[src/rtl/mmio_seq_multiplier.sv]
// mmio_seq_multiplier: shift-add multiplier peripheral on the picorv32 native memory bus.
// Latency: bus ack one cycle after request; product WIDTH+1 cycles after the START edge (WIDTH+2 signed).
// Backpressure: none; every selected request is acked for one cycle, never in the cycle after an ack.
// Ports: clk, reset (async, active-high); mem_valid/mem_addr/mem_wdata/mem_wstrb request;
//        sel (window decode, combinational); mem_ready/mem_rdata registered response; irq = DONE.
// Optional: define MUL_SIGNED_EN to add the R/W SIGNED mode bit (CTRL bit2).
module mmio_seq_multiplier #(
    parameter int          WIDTH     = 32,
    parameter logic [31:0] BASE_ADDR = 32'h0FFF_FFE0
) (
    input  logic        clk,
    input  logic        reset,
    input  logic        mem_valid,
    input  logic [31:0] mem_addr,
    input  logic [31:0] mem_wdata,
    input  logic [3:0]  mem_wstrb,
    output logic        sel,
    output logic        mem_ready,
    output logic [31:0] mem_rdata,
    output logic        irq
);
    localparam int CW = $clog2(WIDTH + 1);

    localparam logic [1:0] ST_IDLE = 2'd0;
    localparam logic [1:0] ST_BUSY = 2'd1;
    localparam logic [1:0] ST_DONE = 2'd2;
    localparam logic [1:0] ST_FIX  = 2'd3;

    logic [1:0]         state;
    logic [WIDTH-1:0]   a_reg, b_reg, mcand, mplier;
    logic [2*WIDTH-1:0] acc;
    logic [CW-1:0]      cnt;
    logic [63:0]        res;
    logic               signed_cfg, start_signed, op_signed, op_neg;

    logic               access, busy, done, ctrl_wr, start, clr_done;
    logic [2:0]         idx;
    logic [31:0]        a_ext, b_ext, a_merged, b_merged, rd_val;
    logic [WIDTH:0]     sum;
    logic [2*WIDTH-1:0] acc_step, prod_fix;
    logic [WIDTH-1:0]   a_mag, b_mag;
    logic               unused_bits;

    function automatic logic [31:0] merge_bytes(input logic [31:0] old,
                                                 input logic [31:0] wdata,
                                                 input logic [3:0]  strb);
        logic [31:0] r;
        r = old;
        for (int i = 0; i < 4; i++)
            if (strb[i]) r[8*i +: 8] = wdata[8*i +: 8];
        return r;
    endfunction

    assign sel      = (mem_addr[31:5] == BASE_ADDR[31:5]);
    // !mem_ready forces a dead cycle between acknowledges.
    assign access   = mem_valid && sel && !mem_ready;
    assign idx      = mem_addr[4:2];
    assign busy     = (state == ST_BUSY) || (state == ST_FIX);
    assign done     = (state == ST_DONE);
    assign irq      = done;
    assign ctrl_wr  = access && (idx == 3'd4) && mem_wstrb[0];
    // START wins over CLR_DONE because it is tested first in the FSM.
    assign start    = ctrl_wr && mem_wdata[0] && !busy;
    assign clr_done = ctrl_wr && mem_wdata[1] && done;

    always_comb begin
        a_ext = '0;
        a_ext[WIDTH-1:0] = a_reg;
        b_ext = '0;
        b_ext[WIDTH-1:0] = b_reg;
        a_merged = merge_bytes(a_ext, mem_wdata, mem_wstrb);
        b_merged = merge_bytes(b_ext, mem_wdata, mem_wstrb);
    end

    // Magnitudes are taken at START so the shift-add core is always unsigned.
    assign a_mag = (start_signed && a_reg[WIDTH-1]) ? -a_reg : a_reg;
    assign b_mag = (start_signed && b_reg[WIDTH-1]) ? -b_reg : b_reg;

    // Add into the upper half with a carry bit, then shift the whole accumulator right.
    assign sum      = {1'b0, acc[2*WIDTH-1:WIDTH]} + (mplier[0] ? {1'b0, mcand} : '0);
    assign acc_step = {sum, acc[WIDTH-1:1]};
    assign prod_fix = op_neg ? -acc : acc;

    always_comb begin
        rd_val = '0;
        case (idx)
            3'd0: rd_val = a_ext;
            3'd1: rd_val = b_ext;
            3'd2: rd_val = res[31:0];
            3'd3: rd_val = res[63:32];
            3'd4: rd_val = {29'd0, signed_cfg, done, busy};
            default: rd_val = '0;
        endcase
    end

`ifdef MUL_SIGNED_EN
    always_ff @(posedge clk or posedge reset) begin
        if (reset)
            signed_cfg <= 1'b0;
        else if (ctrl_wr)
            signed_cfg <= mem_wdata[2];
    end
    // A write carrying START samples the SIGNED value written alongside it.
    assign start_signed = mem_wdata[2];
`else
    assign signed_cfg   = 1'b0;
    assign start_signed = 1'b0;
`endif

    always_ff @(posedge clk or posedge reset) begin
        if (reset) begin
            mem_ready <= 1'b0;
            mem_rdata <= '0;
        end else begin
            mem_ready <= access;
            mem_rdata <= (access && mem_wstrb == 4'd0) ? rd_val : '0;
        end
    end

    always_ff @(posedge clk or posedge reset) begin
        if (reset) begin
            state     <= ST_IDLE;
            a_reg     <= '0;
            b_reg     <= '0;
            mcand     <= '0;
            mplier    <= '0;
            acc       <= '0;
            cnt       <= '0;
            res       <= '0;
            op_signed <= 1'b0;
            op_neg    <= 1'b0;
        end else begin
            // Operand writes are always accepted; the working copies isolate a running product.
            if (access && mem_wstrb != 4'd0) begin
                if (idx == 3'd0) a_reg <= a_merged[WIDTH-1:0];
                if (idx == 3'd1) b_reg <= b_merged[WIDTH-1:0];
            end
            case (state)
                ST_IDLE, ST_DONE: begin
                    if (start) begin
                        mcand     <= a_mag;
                        mplier    <= b_mag;
                        acc       <= '0;
                        cnt       <= CW'(WIDTH);
                        op_signed <= start_signed;
                        op_neg    <= start_signed && (a_reg[WIDTH-1] ^ b_reg[WIDTH-1]);
                        state     <= ST_BUSY;
                    end else if (clr_done) begin
                        state <= ST_IDLE;
                    end
                end
                ST_BUSY: begin
                    if (cnt != '0) begin
                        acc    <= acc_step;
                        mplier <= mplier >> 1;
                        cnt    <= cnt - CW'(1);
                    end else if (op_signed) begin
                        state <= ST_FIX;
                    end else begin
                        res   <= 64'(acc);
                        state <= ST_DONE;
                    end
                end
                ST_FIX: begin
                    res   <= 64'($signed(prod_fix));
                    state <= ST_DONE;
                end
                default: state <= ST_IDLE;
            endcase
        end
    end

    assign unused_bits = ^{mem_addr[1:0], a_merged, b_merged};

endmodule

[config.mk]
export PLATFORM = sky130hd
export DESIGN_NAME = mmio_seq_multiplier
export DESIGN_NICKNAME = d
export VERILOG_FILES = /design/src/rtl/mmio_seq_multiplier.sv
export SDC_FILE = /design/constraint.sdc
export NUM_CORES = 1
export LEC_CHECK = 0
export ABC_AREA = 0
export BUFFER_PORTS_ARGS = -buffer_cell sky130_fd_sc_hd__buf_4
export CORE_UTILIZATION = 47
export DETAILED_ROUTE_END_ITERATION = 12
export MAX_ROUTING_LAYER = met4
export PLACE_DENSITY = 0.69
export RECOVER_POWER = 50
export REMOVE_ABC_BUFFERS = 1
export SLEW_MARGIN = 40
export SYNTH_ARGS = -nofsm -noshare
export SYNTH_HDL_FRONTEND = slang
export SYNTH_SLANG_ARGS = --single-unit
[constraint.sdc]
create_clock -name clk -period 17.6 [get_ports clk]
set_input_delay 2.64 -clock clk [delete_from_list [all_inputs] [get_ports clk]]
set_output_delay 2.64 -clock clk [all_outputs]
set_load 0.05 [all_outputs]
==> results of run 1 <==
final timing paths:
check,endpoint,depth (start not counted)
max,res[48]$_DFFE_PP0P_,3
min,mcand[2]$_DFFE_PP0P_,2
max reg2reg,state[1]$_DFFE_PP0P_,8
min reg2reg,mcand[2]$_DFFE_PP0P_,2
max in group clk,sel,6
min in group asynchronous,mem_rdata[30]$_DFF_PP0_,2
tightest hold or removal path: stages (launching register included):
cell	delay [ns]
sky130_fd_sc_hd__dfrtp_1	0.34
sky130_fd_sc_hd__nand2_1	0.05
sky130_fd_sc_hd__nand2_1	0.05
routing by layer:
metal  vias to the layer above  track usage, %  part of all wire (%)  wire length (um)
met5                         -               -                     0                 0
met4                         0            5.01                   2.0               646
met3                        56            3.45                   5.5              1750
met2                       280            35.6                    47             14900
met1                      4990            30.5                    46             14700
li1                       4694               -                     -                 -
area by class of cell:
class	count	area, um2	share of cell area (%)
clock inverters	13	125	0.788
flip-flops and latches	297	7430	46.8
repair buffers	117	895	5.63
inverters	52	196	1.24
clock buffers	44	935	5.89
well taps	384	480	3.03
multi-input cells	869	5810	36.6
cells by family (layout without fill, tap and decap cells):
logic type | after synthesis | after routing
mux | 129 | 129
buf+inv | 127 | 226
fa+ha+maj | 35 | 35
compound gates | 319 | 319
flops | 297 | 297
xor+xnor | 31 | 31
simple gates | 355 | 355
where the power goes:
part	switching, mW	internal, mW
clock	0.270	0.397
sequential	0.00000000626	0.683
combinational	0.0242	0.0123
total	0.294	1.09
cells in the mapped netlist (3+ instances only):
library cell / count / area share (%)
sky130_fd_sc_hd__a221oi_1: 3 / 0.19
sky130_fd_sc_hd__clkbuf_2: 3 / 0.11
sky130_fd_sc_hd__nor3_1: 10 / 0.36
sky130_fd_sc_hd__and2_1: 34 / 1.5
sky130_fd_sc_hd__inv_1: 52 / 1.4
sky130_fd_sc_hd__mux2_2: 126 / 10
sky130_fd_sc_hd__a21oi_1: 96 / 3.5
sky130_fd_sc_hd__a21o_1: 8 / 0.44
sky130_fd_sc_hd__nor2_1: 17 / 0.46
sky130_fd_sc_hd__o211ai_1: 4 / 0.22
sky130_fd_sc_hd__nand3_1: 27 / 0.98
sky130_fd_sc_hd__xnor2_1: 20 / 1.3
sky130_fd_sc_hd__nor2b_1: 5 / 0.23
sky130_fd_sc_hd__buf_1: 9 / 0.25
sky130_fd_sc_hd__ha_1: 34 / 3.1
sky130_fd_sc_hd__buf_2: 7 / 0.25
sky130_fd_sc_hd__nor3b_1: 4 / 0.22
sky130_fd_sc_hd__o22ai_1: 32 / 1.5
sky130_fd_sc_hd__clkbuf_1: 51 / 1.4
sky130_fd_sc_hd__nand2b_1: 4 / 0.18
sky130_fd_sc_hd__nor4_1: 5 / 0.23
sky130_fd_sc_hd__a211oi_1: 3 / 0.16
sky130_fd_sc_hd__mux2i_1: 3 / 0.22
sky130_fd_sc_hd__and3_1: 3 / 0.14
sky130_fd_sc_hd__nand2_1: 220 / 6.0
sky130_fd_sc_hd__a22oi_1: 61 / 3.3
sky130_fd_sc_hd__xor2_1: 11 / 0.70
sky130_fd_sc_hd__a31oi_1: 5 / 0.23
sky130_fd_sc_hd__o21bai_1: 7 / 0.38
sky130_fd_sc_hd__o21ai_0: 75 / 2.7
sky130_fd_sc_hd__nand4_1: 11 / 0.50
sky130_fd_sc_hd__o21ai_1: 4 / 0.15
sky130_fd_sc_hd__dfrtp_1: 297 / 54
sky130_fd_sc_hd__nand4b_1: 4 / 0.25
flip-flops by register name, summed over array words and instances (netlist names):
signal,flops
res,64
a_ext,32
mem_ready,1
b_ext,32
mem_rdata,32
cnt,6
mplier,32
state,2
acc,64
mcand,32
per-stage QoR:
step                utilization (%)  instance area (um2)
detailed placement             51.6                14800
CTS                            55.3                15900
global route                   55.2                15900
global placement               51.5                14800
finish                         55.2                15900
floorplan                         -                13400
==> flow_metrics.tcl, run 1 <==
set metrics [dict create \
    outcome "complete, but fails checks" \
    failed_checks "capacitance limit, slew limit" \
    endpoint_kind "async pin" \
    aggregate_global_route_resource_usage_pct 22.4 \
    cts_made_buffers 31 \
    clock.fmax_mhz 102 \
    layout_setup_ws_ns 7.82 \
    dp_cells 1719 \
    remaining_drc_errors 0 \
    synth_edf_count 0 \
    crit_buf_inv 3 \
    cts-resized-gates 0 \
    path_delay_family "buffers and inverters" \
    gp_congestion 0.902 \
    critical_path.startpoint_type "input pin" \
    num_io_pins 106 \
    post-cts-setup-buffers 0 \
    post_synth_fa_ha_maj_area_fraction_pct 3.24 \
    powerDensity_mw_per_mm2 87.3 \
    synth.avg_cell_area_um2 10.6 \
    most_common_cell_after_layout_fill_and_taps_aside "sky130_fd_sc_hd__dfrtp_1" \
    viasPerCell 5.64 \
    unique_cell_type_count_in_the_yosys_netlist 65 \
    drt_pre_antenna_iters 6 \
    worst_skew_pair.late_latency_ns 0.56 \
    synth_xor_xnor_area_share_pct 1.97 \
    fillCellCount 2421 \
    clock-sinks 297 \
    period_share_pct 55.6 \
    cts_tree "done" \
    holdCritPathClass "flip-flop to flip-flop" \
    die-width_um 173 \
    post-dp-hpwl_um 20100 \
    holdBufCountCts 0 \
    drt_iter0_markers 763 \
    antenna_found_initial 0 \
    worstSetupPathType "input pin to async pin" \
    area_growth_syn_to_layout_pct 15.4 \
    post_route_non_filler_standard_cell_count 1776 \
    port-buffer-count 103 \
    grt_remaining_overflow 0 \
    most_used_cells_in_the_layout_excluding_fill_and_tap_cells "296 x sky130_fd_sc_hd__dfrtp_1, 219 x sky130_fd_sc_hd__nand2_1, 126 x sky130_fd_sc_hd__mux2_2" \
    holdCritStartpoint "mcand[2]$_DFFE_PP0P_" \
    worstMarginPinSlew_ns 5.40 \
    crit_path_start "reset" \
    total_power_mw 1.39 \
    grt_max_degree 127 \
    ys.warnings.count 0 \
    synth-seq-cells 297 \
    hold_slack_ns 0.461 \
    ir_worst_vdd_mv 0.0663 \
    wire_per_inst_um 18.0 \
    final-max-slew-violation-count 284 \
    setup_viol_count_final 0 \
    leakage_nw 7.94 \
    drv_cap 3 \
    vias 10000 \
    drive_above_1_share_pct 22.9 \
    grt_first_pass_wirelength_um 53300 \
    slowest_cell_on_the_critical_path "sky130_fd_sc_hd__clkbuf_1" \
    seq_total_area_yosys_pct 54.0 \
    rows 62 \
    worst-endpoint-arrival_ns 9.32 \
    final_nets 1474 \
    timing.critical_path.fanout_max 126 \
    fin_tns_setup_ns 0 \
    floorplan.die_area_mm2 0.0299 \
    async_set_or_reset_flop_fraction_in_the_synthesized_netlist_pct 100 \
    coreArea_mm2 0.0288 \
    setup_repair_after_global_routing_missed_its_margin "false" \
    critical_path.max_stage_delay_ns 3.51 \
    fin_worst_skew_ns 0.0132 \
    hold_violations 0 \
    ctsLongestPathBuffers 3 \
    initial_utilization_pct 47.8 \
    clk_root_buffer_cell "sky130_fd_sc_hd__clkbuf_16" \
    critical_path.cell_chain "clkbuf_4, clkinvlp_2, clkbuf_1" \
    synth_compound_area_share_pct 14.5 \
    first_global_vias 10200 \
    htree_num_levels 1 \
    drt.antenna.violating_nets 0 \
    clk_transition_reported_paths_ns 0.07 \
    mappedNetlistArea_mm2 0.0138 \
    routed_wirelength_um 32000 \
    pre_cts_ws_ns 11.39 \
    num_antenna_cells 0 \
    die_h_um 173 \
    multiplexer_fraction_of_the_synthesized_cell_area_pct 10.5 \
    worst_r2r_startpoint "cnt[0]$_DFFE_PP0P_" \
    post_synth_and_or_nand_nor_area_fraction_pct 11.8 \
    final.min_clock_period_ns 9.78 \
    worstPathRequired_ns 17.14 \
    dominant_combinational_cell_family_by_area_after_synthesis "compound AO/OA/AOI/OAI gates" \
    synthesis.instances 1293 \
    ys_dominant_reg_cell "sky130_fd_sc_hd__dfrtp_1" \
    slew-limit-headroom_pct -262 \
    regToRegSetupSlack_ns 12.53 \
]
No activity file was read; power rests on OpenSTA's default activity.
==> run 2, diff against run 1 <==
--- a/config.mk
+++ b/config.mk
@@ -5,7 +5,7 @@
 export SDC_FILE = /design/constraint.sdc
 export NUM_CORES = 1
 export LEC_CHECK = 0
-export ABC_AREA = 0
+export ABC_AREA = 1
 export BUFFER_PORTS_ARGS = -buffer_cell sky130_fd_sc_hd__buf_4
 export CORE_UTILIZATION = 47
 export DETAILED_ROUTE_END_ITERATION = 12
==> constraint.sdc (replaced) <==
create_clock -name clk -period 9.33 [get_ports clk]
set_input_delay 1.3995 -clock clk [delete_from_list [all_inputs] [get_ports clk]]
set_output_delay 1.3995 -clock clk [all_outputs]
set_load 0.05 [all_outputs]
==> run 2 against run 1 <==
Effect of this change:
- the run still ends with capacitance limit, slew limit left
- worst setup slack got worse by 3.9 ns
- non-clock buffer count rose by 2
- highest routed layer unchanged
- clock power rose by 110%
- sequential power rose by 89%
- first-iteration DRC count rose by 34%
- final area rose by 8.5%
- sequential share of layout area fell by 3.7 points
- final cell count rose by 39%
- clock skew barely moved
- critical path depth rose by 7
- power rose by 99%
- largest cell class unchanged
==> flow_metrics.tcl, run 2 <==
set metrics [dict create \
    outcome "complete, but fails checks" \
    failed_checks "capacitance limit, slew limit" \
    r2r_cells 7 \
    worst-endpoint-arrival_ns 5.84 \
    post-cts-setup-buffers 0 \
    drt.antenna.violating_nets 0 \
    most_used_cells_in_the_layout_excluding_fill_and_tap_cells "606 x sky130_fd_sc_hd__nand2_1, 323 x sky130_fd_sc_hd__inv_1, 297 x sky130_fd_sc_hd__dfrtp_1" \
    hold_violations 0 \
    drv_cap 4 \
    timing.rr.end "res[22]$_DFFE_PP0P_" \
    worst_skew_pair.late_latency_ns 0.51 \
    floorplan.die_area_mm2 0.0331 \
    synth_edf_count 0 \
    initial_utilization_pct 47.9 \
    grt_max_degree 117 \
    grt_first_pass_wirelength_um 67300 \
    powerDensity_mw_per_mm2 160 \
    drt_pre_antenna_iters 5 \
    whs_path_depth 2 \
    ctsLongestPathBuffers 3 \
    die_h_um 182 \
    gp_congestion 0.891 \
    first_global_vias 13000 \
    coreArea_mm2 0.0317 \
    aggregate_global_route_resource_usage_pct 26.3 \
    worst_r2r_startpoint "cnt[0]$_DFFE_PP0P_" \
    setup_viol_count_final 0 \
    clock-sinks 297 \
    dp_cells 2413 \
    viasPerCell 5.37 \
    unique_cell_type_count_in_the_yosys_netlist 36 \
    slew-limit-headroom_pct -240 \
    synthesis.instances 1987 \
    ys.warnings.count 0 \
    ys_dominant_reg_cell "sky130_fd_sc_hd__dfrtp_1" \
    yosys-top-cells-count "608 x sky130_fd_sc_hd__nand2_1, 324 x sky130_fd_sc_hd__inv_1, 297 x sky130_fd_sc_hd__dfrtp_1, 122 x sky130_fd_sc_hd__nor2_1, 108 x sky130_fd_sc_hd__nand3_1" \
    worstSetupPathType "input pin to flip-flop" \
    period_share_pct 58.4 \
    grt_remaining_overflow 0 \
    drt_iter0_markers 1026 \
    holdBufCountCts 0 \
    clock.fmax_mhz 183 \
    drive_above_1_share_pct 7.45 \
    num_io_pins 106 \
    final_util_pct 54.3 \
    vias 13300 \
    yosysTopAreaCellShare_pct 48.9 \
    final_nets 2153 \
    holdCritPathClass "flip-flop to flip-flop" \
    holdCritStartpoint "b_ext[19]$_DFFE_PP0P_" \
    leakage_nw 9.60 \
    worstPathRequired_ns 9.72 \
    seq_total_area_yosys_pct 48.9 \
    async_set_or_reset_flop_fraction_in_the_synthesized_netlist_pct 100 \
    synth-seq-cells 297 \
    antenna_found_initial 0 \
    most_common_cell_after_layout_fill_and_taps_aside "sky130_fd_sc_hd__nand2_1" \
    clk_root_buffer_cell "sky130_fd_sc_hd__clkbuf_16" \
    mappedNetlistArea_mm2 0.0152 \
    endpoint_kind "flip-flop" \
    worst_hold_path.endpoint "b_ext[19]$_DFFE_PP0P_" \
    regToRegSetupSlack_ns 4.32 \
    timing.critical_path.fanout_max 54 \
    final.min_clock_period_ns 5.45 \
    netlist_top_cells_area "sky130_fd_sc_hd__dfrtp_1 49%, sky130_fd_sc_hd__nand2_1 15%, sky130_fd_sc_hd__inv_1 8.0%" \
    rows 65 \
    cts-resized-gates 0 \
    most_numerous_cell_in_the_yosys_netlist "sky130_fd_sc_hd__nand2_1" \
    area_growth_syn_to_layout_pct 13.4 \
    cts_made_buffers 34 \
    fin_worst_skew_ns 0.0131 \
    post-dp-hpwl_um 27200 \
    die-width_um 182 \
    fillCellCount 3036 \
    post_route_non_filler_standard_cell_count 2471 \
    ir_worst_vdd_mv 0.124 \
    routed_wirelength_um 41100 \
    final-max-slew-violation-count 304 \
    synth_area_leader_cell "sky130_fd_sc_hd__dfrtp_1" \
    clk_transition_reported_paths_ns 0.06 \
    port-buffer-count 103 \
    setup_repair_after_global_routing_missed_its_margin "false" \
    wire_per_inst_um 16.6 \
    synth.avg_cell_area_um2 7.65 \
    cts_tree "done" \
    htree_num_levels 2 \
    top_regs "acc x64, res x64" \
    worstMarginPinSlew_ns 5.07 \
    critical_path.startpoint_type "input pin" \
    remaining_drc_errors 0 \
]
==> run 2: cell count changes in the layout (fill, tap and decap cells not counted), moves of 61 or more <==
cell and delta:
sky130_fd_sc_hd__nor2_1 +107, sky130_fd_sc_hd__mux2_2 -126, sky130_fd_sc_hd__nand4_1 +63, sky130_fd_sc_hd__nand3_1 +79
sky130_fd_sc_hd__nand2_1 +387, sky130_fd_sc_hd__a22oi_1 -61, sky130_fd_sc_hd__inv_1 +272
==> run 2: per-stage QoR <==
stage / worst slack (ns) / TNS (ns) / power, mW / hold slack (ns) / area (um2)
after floorplan: -0.274 / -81.28 / 1.35 / 0.442 / 14700
after global placement: 5.19 / 0 / 1.40 / 0.453 / 16200
after global routing: 3.37 / 0 / 2.83 / 0.486 / 17200
after CTS: 5.60 / 0 / 2.78 / 0.472 / 17400
after detailed placement: 5.14 / 0 / 1.41 / 0.458 / 16200
final: 3.88 / 0 / 2.76 / 0.470 / 17200
==> run 2: worst max path at each step <==
| stage | start | endpoint | slack, ns | cells after the start |
|---|---|---|---|---|
| 4_1_cts | mem_addr[28] | sel | 5.60 | 5 |
| 6_report | mem_addr[3] | mplier[28]$_DFFE_PP0P_ | 3.88 | 10 |
| 2_1_floorplan | reset | a_ext[0]$_DFFE_PP0P_ | -0.27 | 1 |
| 3_5_place_dp | mem_addr[3] | acc[22]$_DFFE_PP0P_ | 5.14 | 9 |
| 5_1_grt | reset | b_ext[30]$_DFFE_PP0P_ | 3.37 | 5 |
| 3_3_place_gp | mem_addr[3] | acc[21]$_DFFE_PP0P_ | 5.19 | 9 |
==> run 2: logic make-up (layout without fill, tap and decap cells) <==
logic type                 count (synthesis)  in the layout  synth area share (%)
AOI/OAI and AO/OA                        289            289                  10.7
xor gates and xnor gates                  10             10                 0.576
adders and majority gates                 35             35                  2.93
buffers and inverters                    425            505                  11.2
DFF                                      297            297                  48.9
other                                      0              2                     0
and+or+nand+nor                          931            931                  25.7
==> run 2: metal layers <==
layer	wire length [um]	GRT usage (%)
met5	0	-
met2	18800	41.1
met3	2660	4.05
met1	18700	35.4
met4	858	7.86
==> run 2: area by class of cell <==
| cell class | count | area (um2) | share of cell area [%] |
|---|---|---|---|
| tap | 402 | 503 | 2.92 |
| multi-input combinational | 1265 | 6100 | 35.4 |
| antenna | 2 | 5.00 | 0.0290 |
| inverter | 330 | 1240 | 7.20 |
| clock buffer | 48 | 1040 | 6.02 |
| sequential | 297 | 7430 | 43.1 |
| clock inverter | 8 | 115 | 0.668 |
| timing repair buffer | 119 | 798 | 4.63 |
==> run 2: worst max-delay path: stages <==
cell and delay (ns):
sky130_fd_sc_hd__buf_4 0.15, sky130_fd_sc_hd__nor2_1 0.09, sky130_fd_sc_hd__nand2_1 0.17, sky130_fd_sc_hd__nor2_2 0.09, sky130_fd_sc_hd__nand4_4 0.09, sky130_fd_sc_hd__clkbuf_1 1.79, sky130_fd_sc_hd__nand2_2 1.13, sky130_fd_sc_hd__buf_4 0.62
sky130_fd_sc_hd__nand2_1 0.16, sky130_fd_sc_hd__nand2_1 0.06
==> run 2: report_power, final <==
group          switching (mW)  total (mW)  internal, mW
Sequential      0.00000000706        1.29          1.29
Clock                   0.524        1.38         0.852
Combinational          0.0648      0.0951        0.0303
